===== src/rtl/hsv_core_commit.sv =====
// rtl/hsv_core_commit.sv - in-order commit/writeback stage with order-token FIFO and redirect flush handshake
module hsv_core_commit #(
    parameter int ORDER_DEPTH = 8
) (
    input  logic        clk_core,
    input  logic        rst_core,
    input  logic        order_valid_i,
    output logic        order_ready_o,
    input  logic [1:0]  order_unit,
    input  logic        alu_valid_i,
    output logic        alu_ready_o,
    input  logic [4:0]  alu_rd_addr,
    input  logic [31:0] alu_rd_value,
    input  logic        alu_wr_req,
    input  logic        branch_valid_i,
    output logic        branch_ready_o,
    input  logic [4:0]  branch_rd_addr,
    input  logic [31:0] branch_rd_value,
    input  logic        branch_wr_req,
    input  logic        branch_redirect,
    input  logic [31:0] branch_target,
    input  logic        ctrl_status_valid_i,
    output logic        ctrl_status_ready_o,
    input  logic [4:0]  ctrl_status_rd_addr,
    input  logic [31:0] ctrl_status_rd_value,
    input  logic        ctrl_status_wr_req,
    input  logic        ctrl_status_redirect,
    input  logic [31:0] ctrl_status_target,
    input  logic        mem_valid_i,
    output logic        mem_ready_o,
    input  logic [4:0]  mem_rd_addr,
    input  logic [31:0] mem_rd_value,
    input  logic        mem_wr_req,
    output logic [4:0]  wr_addr,
    output logic [31:0] wr_data,
    output logic        wr_en,
    output logic [31:0] commit_mask,
    output logic        flush_req,
    input  logic        flush_ack,
    output logic [31:0] flush_target
);

    localparam int PW = $clog2(ORDER_DEPTH);
    localparam int CW = PW + 1;
    localparam logic [CW-1:0] DEPTH_C = ORDER_DEPTH[CW-1:0];

    localparam logic [0:0] ST_RUN        = 1'b0;
    localparam logic [0:0] ST_FLUSH_WAIT = 1'b1;

    localparam logic [1:0] U_ALU  = 2'd0;
    localparam logic [1:0] U_BR   = 2'd1;
    localparam logic [1:0] U_CSR  = 2'd2;
    localparam logic [1:0] U_MEM  = 2'd3;

    logic [1:0]    tok_mem [ORDER_DEPTH];
    logic [PW-1:0] rd_ptr, wr_ptr;
    logic [CW-1:0] count;
    logic [0:0]    state;

    logic [1:0]  head;
    logic        head_ok, push, pop, redirect_retire;
    logic        sel_valid, sel_req, sel_redirect;
    logic [4:0]  sel_addr;
    logic [31:0] sel_value, sel_target;

    // Readies are gated by reset so nothing is offered while the core is held
    assign head    = tok_mem[rd_ptr];
    assign head_ok = !rst_core && (state == ST_RUN) && (count != '0);

    assign order_ready_o       = !rst_core && (state == ST_RUN) && (count != DEPTH_C);
    assign alu_ready_o         = head_ok && (head == U_ALU);
    assign branch_ready_o      = head_ok && (head == U_BR);
    assign ctrl_status_ready_o = head_ok && (head == U_CSR);
    assign mem_ready_o         = head_ok && (head == U_MEM);

    always_comb begin
        sel_valid    = alu_valid_i;
        sel_addr     = alu_rd_addr;
        sel_value    = alu_rd_value;
        sel_req      = alu_wr_req;
        sel_redirect = 1'b0;
        sel_target   = branch_target;
        case (head)
            U_BR: begin
                sel_valid    = branch_valid_i;
                sel_addr     = branch_rd_addr;
                sel_value    = branch_rd_value;
                sel_req      = branch_wr_req;
                sel_redirect = branch_redirect;
                sel_target   = branch_target;
            end
            U_CSR: begin
                sel_valid    = ctrl_status_valid_i;
                sel_addr     = ctrl_status_rd_addr;
                sel_value    = ctrl_status_rd_value;
                sel_req      = ctrl_status_wr_req;
                sel_redirect = ctrl_status_redirect;
                sel_target   = ctrl_status_target;
            end
            U_MEM: begin
                sel_valid    = mem_valid_i;
                sel_addr     = mem_rd_addr;
                sel_value    = mem_rd_value;
                sel_req      = mem_wr_req;
            end
            default: ;
        endcase
    end

    assign push            = order_valid_i && order_ready_o;
    assign pop             = head_ok && sel_valid;
    assign redirect_retire = pop && sel_redirect;

    always_ff @(posedge clk_core) begin
        if (push) begin
            tok_mem[wr_ptr] <= order_unit;
        end
    end

    always_ff @(posedge clk_core) begin
        if (rst_core) begin
            rd_ptr       <= '0;
            wr_ptr       <= '0;
            count        <= '0;
            state        <= ST_RUN;
            wr_en        <= 1'b0;
            wr_addr      <= '0;
            wr_data      <= '0;
            commit_mask  <= '0;
            flush_req    <= 1'b0;
            flush_target <= '0;
        end else begin
            wr_en       <= pop && sel_req && (sel_addr != 5'd0);
            commit_mask <= (pop && sel_req && (sel_addr != 5'd0)) ? (32'h1 << sel_addr) : 32'h0;
            if (pop) begin
                wr_addr <= sel_addr;
                wr_data <= sel_value;
                rd_ptr  <= rd_ptr + 1'b1;
            end
            if (push) begin
                wr_ptr <= wr_ptr + 1'b1;
            end
            count <= count + {{(CW-1){1'b0}}, push} - {{(CW-1){1'b0}}, pop};

            if (state == ST_RUN) begin
                if (redirect_retire) begin
                    state        <= ST_FLUSH_WAIT;
                    flush_req    <= 1'b1;
                    flush_target <= sel_target;
                end
            end else if (flush_ack) begin
                // Younger tokens belong to the squashed path; drop them all
                state     <= ST_RUN;
                flush_req <= 1'b0;
                rd_ptr    <= '0;
                wr_ptr    <= '0;
                count     <= '0;
            end
        end
    end

endmodule

===== config.mk =====
export PLATFORM = sky130hd
export DESIGN_NAME = hsv_core_commit
export DESIGN_NICKNAME = d
export VERILOG_FILES = /design/src/rtl/hsv_core_commit.sv
export SDC_FILE = /design/constraint.sdc
export NUM_CORES = 1
export LEC_CHECK = 0
export ABC_CLOCK_PERIOD_IN_PS = 7700
export BUFFER_PORTS_ARGS = -buffer_cell sky130_fd_sc_hd__buf_2
export CAP_MARGIN = 15
export CORE_AREA = 2 2 131 133
export CTS_CLUSTER_SIZE = 24
export DETAILED_ROUTE_END_ITERATION = 8
export DIE_AREA = 0 0 133 135
export PLACE_DENSITY = 0.74
export SETUP_SLACK_MARGIN = 0.02
export SYNTH_ARGS = -nofsm -noshare
export SYNTH_HDL_FRONTEND = slang
export SYNTH_SLANG_ARGS = --single-unit

===== constraint.sdc =====
create_clock -name clk_core -period 7.7 [get_ports clk_core]
set_input_delay 1.54 -clock clk_core [delete_from_list [all_inputs] [get_ports clk_core]]
set_output_delay 1.54 -clock clk_core [all_outputs]
set_load 0.02 [all_outputs]

* Word-level counts from Yosys, hierarchy flattened *
Memory sizes are Yosys's and may differ from the RTL's. A register that Yosys moved wholly into a read port is not among the register bits.
Index checks and enable logic that the tools add are counted.

storage, ports and cells
  flip-flop bits (word level) = 114
  bits in writable memories = 16
  input port bits = 228
  output and inout bits = 108
  word-level logic and storage cells = 66
  memories = 1

memories
  memory   words  bits a word  rd ports  clocked after Yosys merged registers in  write ports  line  source
  tok_mem  8      2            1         1                                        1            55    logic [1:0] tok_mem [ORDER_DEPTH];

cells by class
  $add $sub $neg = 4
  equality and inequality tests = 5
  shifts and indexed selects = 1
  muxes and demuxes = 23
  bitwise operators = 2
  reductions and logical operators = 20

operator list
  cell                    number
  $pmux W32 S3            1
  $mux W32                1
  $shl A1 B5 Y32 const A  1
  $mux W3                 7
  $pmux W5 S3             1
  $logic_and A1 B1 Y1     12
  $mux W1                 8
  $mux W4                 2
  $add A3 B1 Y3 const B   2
  $pmux W1 S3             2
  $reduce_bool A5 Y1      1
  $add A4 B1 Y4           1
  $eq A2 B2 Y1 const B    2
  $ne A4 B4 Y1 const B    1
  $reduce_and A2 Y1       2
  $reduce_bool A4 Y1      1
  $sub A4 B1 Y4           1
  $eq A2 B1 Y1 const B    1
  $logic_not A2 Y1        1
  $ne A2 B2 Y1 const B    1
  $not A1 Y1              2
  $pmux W1 S2             1
  $reduce_bool A2 Y1      1
  $reduce_or A2 Y1        1
  $logic_not A1 Y1        1

* Longest topological paths before layout *
Gate-level depths: netlist of the first run.

  word-level depth = 8
  mapped depth = 18
  depth with buffers taken out = 15

* Worst setup path after synthesis of the first run *
No wires, ideal clock.

  kind = register to output
  start = register, netlist name rd_ptr[0]
  end = output port ctrl_status_ready_o
  arrival = 2,652 ps
  data required time = 6,160 ps
  setup slack = 3,508 ps
  cell stages (with the launch flop) = 9
  path buffers = 4
  cells stage by stage = dfxtp_1 > clkbuf_1 > mux4_2 > mux2i_1 > ha_1 > buf_4 > buf_6 > clkbuf_1 > and2_1

RTL lines
  item              line  source
  end: declaration  23    output logic ctrl_status_ready_o,

==> results of run 1 <==
## worst paths after layout
check | start | endpoint | slack [ns] | cells after the start
hold reg to reg | wr_data[7] | wr_data[7] | 0.47 | 2
hold / removal | wr_data[7] | wr_data[7] | 0.47 | 2
setup / recovery | rd_ptr[0] | ctrl_status_ready_o | 2.69 | 6
setup reg to reg | rd_ptr[0] | count[2] | 2.78 | 14
## cells in the final DEF (no fill, tap or decap), types with 9 or more instances in the layout
cell type,instances
nand2_1,46
mux2i_1,36
nand3_1,43
nand2b_1,33
inv_1,11
clkbuf_16,19
and2_1,9
a21oi_1,15
dfxtp_1,114
edfxtp_1,16
a222oi_1,39
ha_1,9
a211oi_2,29
nor2_1,45
o21ai_0,73
buf_2,335
a31oi_1,32
## Yosys cell counts (4+ instances only)
cell type,instances
a211oi_1,4
a211oi_2,29
a21oi_1,15
a222oi_1,39
a31oi_1,32
and2_1,9
buf_1,9
buf_2,15
clkbuf_1,31
dfxtp_1,114
edfxtp_1,16
ha_1,13
inv_1,11
mux2i_1,37
mux4_2,4
nand2_1,46
nand2b_1,33
nand3_1,43
nor2_1,45
o21ai_0,73
## through the flow
| step | std cells | util, % | total power (uW) | area, um^2 |
|---|---|---|---|---|
| CTS | 1199 | 53.02 | 2498 | 8698 |
| finish | 1202 | 53.06 | 2478 | 8706 |
| detailed placement | 1168 | 49.24 | 1650 | 8079 |
| global placement | 1168 | 49.24 | 1635 | 8079 |
| global route | 1200 | 53.03 | 2612 | 8701 |
| floorplan | 668 | - | 1381 | 6314 |
## sequential cells by signal (all words and copies together) (netlist names)
name,cells
commit_mask,32
count,4
flush_req,1
flush_target,32
rd_ptr,3
state,1
tok_mem,16
wr_addr,5
wr_data,32
wr_en,1
wr_ptr,3
## per-layer routing
metal  track usage [%]  wire [um]  vias to the layer above
li1                  -          -                     3100
met4             9.379        493                        2
met2             38.08      10040                      330
met3             6.194       1811                       35
met5                 0          8                        -
met1             27.07       8433                     3034
## layout make-up
cell class | instances | area share [%]
repair buffers | 342 | 19.86
well taps | 220 | 3.162
clock inverters | 12 | 1.653
diodes | 3 | 0.08623
flip-flops and latches | 130 | 31.73
inverters | 11 | 0.4743
multi-input cells | 465 | 37.57
clock buffers | 19 | 5.461
## worst min-delay path: stages (launching register included)
cell and delay [ns]:
dfxtp_1 0.31, nand2b_1 0.06, o21ai_0 0.06
## power breakdown
| group | switching, uW | leakage, uW | total, uW | internal, uW |
|---|---|---|---|---|
| sequential | 39.5 | 0.00107 | 793 | 753 |
| combinational | 551 | 0.00241 | 846 | 296 |
| clock | 319 | 0.000304 | 839 | 520 |
| total | 909 | 0.00379 | 2480 | 1570 |
## logic make-up after synthesis
group | Yosys count | share of synthesized area (%)
xor gates and xnor gates | 3 | 0.4162
AOI/OAI and AO/OA | 207 | 24.67
and+or+nand+nor | 198 | 15.54
muxes | 42 | 7.471
buffers and inverters | 73 | 5.192
DFF | 130 | 43.76
other | 1 | 0.05940
adders and majority gates | 14 | 2.893
==> impl_results.md, run 1 <==
- Slew @ Worst Pin: 0.9376 ns
- Final Max Tran Viols: 0
- First-pass GRT wire length: 31.75 mm
- Syn_nets: 910
- Routability cong.: 0.8341
- Count of final setup violators: 0
- Clock Sinks: 130
- Syn avg cell area: 9.451 um^2
- Yosys reg bits: 130
- CTS hold repair buffers: 0
- Crit Path Category: reg2out
- Post-Synthesis Cells: 668
- Post_cts resized: 0
- Period utilization: 65.08%
- Crit-path leading delay family: multiplexers
- Power per cell area: 284.7 nW/um^2
- CTS Root Buffer Type: clkbuf_16
- Critical path buffers and inverters: 2
- Initial antenna violation count: 4
- Largest net degree at the start of global routing: 85
- DIE WIDTH: 133 um
- Startpoint class of the critical path: flop
- CP peak stage delay: 0.59 ns
- Crit-path cells: mux4_2 -> mux2i_1 -> ha_4 -> buf_4 -> and2_1 -> buf_2
- Nets: 1209
- Final HPWL DP: 14.93 mm
- Area Growth Syn to Fin: 37.89%
- DRT Pass-1 Iters: 9
- Final hold slack: 0.4688 ns
- Share of cells above drive strength 1: 43.00%
- Die height: 135 um
- Async SR Flop Fraction: 0%
- Final hold violations: 0
- Initial drt markers: 582
- Final ANT Viol Nets: 0
- Max-slew headroom: 37.49%
- Starting density of the core: 38.48%
- Ports: 336
- RSZ-0062 raised after global routing: false
- DR DRC count: 0
- CP Max Fanout: 39
- Share of the synthesized area in the top cell type: 36.15%
- Max-Cap Viols: 0
- Gr ovfl total: 0
- Area of the multi-input gates: 3271 um^2
- Setup ws final: 2.689 ns
- Drt wl/cell: 17.30 um
- Clk Latency, worst-skew pair: 0.41 ns
- CTS Buf Count: 17
- Synth warn: 0
- Via count: 6501
- Clock skew: 0.01011 ns
- WP data required: 6.16 ns
- Status: finished clean
- Seq. cell area: 2763 um^2
- Register area share after synthesis: 43.76%
- Critical path endpoint category: primary output
- GRT Overall Usage: 22.50%
- Peak supply drop: 0.0001523 V
- Setup TNS: 0 ns
- Placement Setup Slack: 2.634 ns
- HP Class: reg2reg
- Via density: 5.408
- Postcts setup bufs: 0
- Clock buffer depth: 2
- Fmax: 199.6 MHz
- CTS H-tree lvls: 4
- Mapped cell area: 6314 um^2
- Fillcell total: 1480
- Yosys top cell by area: dfxtp_1
- Synth Flop Type: dfxtp_1
- Vias in the first global route: 6203
- Tmin final: 5.011 ns
- Clock Pin Slew Worst Setup and Hold Paths: 0.06 ns
- Post-synthesis cell type count: 50
- Static Leak: 0.003785 uW
- CTS tree: done
- Core area: 16410 um^2
- Critical path arrival: 3.47 ns
- Slowest CP cell: buf_4
- IO Port Bufs: 335
- Final WL: 20.79 mm
- Row Count: 47
- EDFF count, synth: 16
- Full die area: 17960 um^2
- Area contributors post-synth: dfxtp_1, edfxtp_1, a222oi_1, mux2i_1, o21ai_0
Power figures use the tool's default switching activity.
==> run 2: changes to the inputs <==
Settings changed: ABC_CLOCK_PERIOD_IN_PS 7700 to 4100, PLACE_DENSITY 0.74 to 0.77.
Clock period 7.7 ns to 4.1 ns, I/O delays scaled along.
==> run 2 against run 1 <==
  * Combinational power rose by 90%
  * Largest cell class unchanged
  * Critical endpoint is now branch_ready_o
  * Highest routed layer unchanged
  * Count of clock-buffer cells in the layout did not move
  * Register-to-register slack got worse by 2.3 ns
==> impl_results.md, run 2 (same netlist as run 1, synthesis figures left out) <==
- IO Port Bufs: 335
- CTS Root Buffer Type: clkbuf_16
- Clock power share: 31.8%
- Crit Path Category: reg2out
- Net Sw Frac: 38.26%
- Core area: 16410 um^2
- Count of final setup violators: 0
- Row Count: 47
- Static Leak: 0.003802 uW
- Tmin final: 3.695 ns
- Full die area: 17960 um^2
- Nets: 1216
- Routability cong.: 0.8273
- Clock skew: 0.01537 ns
- DRT Pass-1 Iters: 8
- Via count: 6493
- Initial antenna violation count: 3
- Ports: 336
- Util after Layout: 53.08%
- Drt wl/cell: 17.27 um
- Final hold violations: 0
- CP peak stage delay: 0.56 ns
- Power per cell area: 522.2 nW/um^2
- Share of power burned in registers: 32.7%
- Fmax: 270.6 MHz
- Clock buffer depth: 2
- Final hold slack: 0.4596 ns
- Slew @ Worst Pin: 0.8883 ns
- CTS Buf Count: 17
- First-pass GRT wire length: 32.44 mm
- GRT Overall Usage: 23.05%
- Peak supply drop: 0.0002963 V
- Largest net degree at the start of global routing: 83
- Clk Latency, worst-skew pair: 0.43 ns
- CTS hold repair buffers: 0
- CTS H-tree lvls: 4
- Max-slew headroom: 40.78%
- RSZ-0062 raised after global routing: false
- Gr ovfl total: 0
- CTS tree: done
- Critical path buffers and inverters: 2
- Critical path arrival: 2.88 ns
- Switching power: 1740 uW
- Clock Sinks: 130
- Startpoint class of the critical path: flop
- Final HPWL DP: 15.26 mm
- DR DRC count: 0
- DIE WIDTH: 133 um
- HP Class: reg2reg
- Internal: 2808 uW
- Final Max Tran Viols: 0
- Final WL: 20.86 mm
- Final ANT Viol Nets: 0
- Share of cells above drive strength 1: 43.47%
- Die height: 135 um
- Top flop regs: commit_mask (32), flush_target (32), wr_data (32)
- Slowest CP cell: mux4_2
- Vias in the first global route: 6357
- Commonest non-fill, non-tap cell in the layout: buf_2
- Crit-path cells: mux4_2 -> mux2i_1 -> ha_2 -> buf_4 -> and2_1 -> buf_2
- Period utilization: 90.13%
- Critical path endpoint category: primary output
- Starting density of the core: 38.48%
- WP data required: 3.28 ns
- Most frequent cells in the layout: buf_2, dfxtp_1, o21ai_0
- Crit-path leading delay family: multiplexers
- Setup TNS: 0 ns
- Area Growth Syn to Fin: 37.95%
- Via density: 5.375
- CP Max Fanout: 43
- Max-Cap Viols: 0
- Initial drt markers: 512
- Status: finished clean
- Clock Pin Slew Worst Setup and Hold Paths: 0.06 ns
- Comb pwr share: 35.5%
run 2: final cells by class:
type | count | area, um^2
Fill cell | 1487 | 7697
Multi-Input combinational cell | 465 | 3271
Timing Repair Buffer | 349 | 1794
Antenna cell | 1 | 2.502
Clock buffer | 19 | 452.9
Sequential cell | 130 | 2763
Clock inverter | 13 | 110.1
Tap cell | 220 | 275.3
Inverter | 11 | 41.29
run 2: worst reg2reg max path, delay by kind of cell (launching register included):
family                   cells  cell delay [ns]
multiplexers                 3             0.95
AND/OR/NAND/NOR              2             0.14
adder cells (fa/ha/maj)      4             0.99
buffers and inverters        5             0.51
XOR/XNOR                     1             0.14
AO/OA/AOI/OAI                1             0.30
flip-flops                   1             0.51
run 2: what timing repair did:
action | 4_1_cts | 5_1_grt
endpoints found under the setup margin | 0 | 1
resized for setup | 0 | 0
setup buffers | 0 | 1
run 2: power by group through the flow:
stage	logic [uW]	clock network, uW	registers [uW]
4_1_cts	1610	1470	1490
2_1_floorplan	969	0	1630
5_1_grt	1760	1540	1500
3_3_place_gp	1570	0	1510
3_5_place_dp	1600	0	1510
6_report	1610	1450	1490
run 2: final timing paths:
| check | startpoint | endpoint | slack [ns] | cells past startpoint |
|---|---|---|---|---|
| max | rd_ptr[0] | branch_ready_o | 0.40 | 6 |
| min | flush_req | flush_req | 0.46 | 1 |
| max reg2reg | rd_ptr[0] | count[2] | 0.44 | 16 |
| min reg2reg | flush_req | flush_req | 0.46 | 1 |
run 2: metrics by stage:
step                power (uW)  instance area [um^2]  cells  setup WS [ns]
global route              4796                  8710   1208         0.2029
CTS                       4566                  8700   1206         0.2549
global placement          3076                  8137   1174         0.4196
finish                    4548                  8710   1208         0.4048
floorplan                 2594                  6314    668         0.2977
detailed placement        3116                  8137   1174         0.2686
run 2: layer usage:
layer	part of all wire (%)	GRT usage [%]	routed length [um]	vias to the layer above
li1	-	-	-	3120
met1	41	27.14	8564	3024
met2	48	40.27	10080	305
met3	8.6	6.344	1790	40
met4	1.9	8.423	392	4
met5	0.14	0	29	-
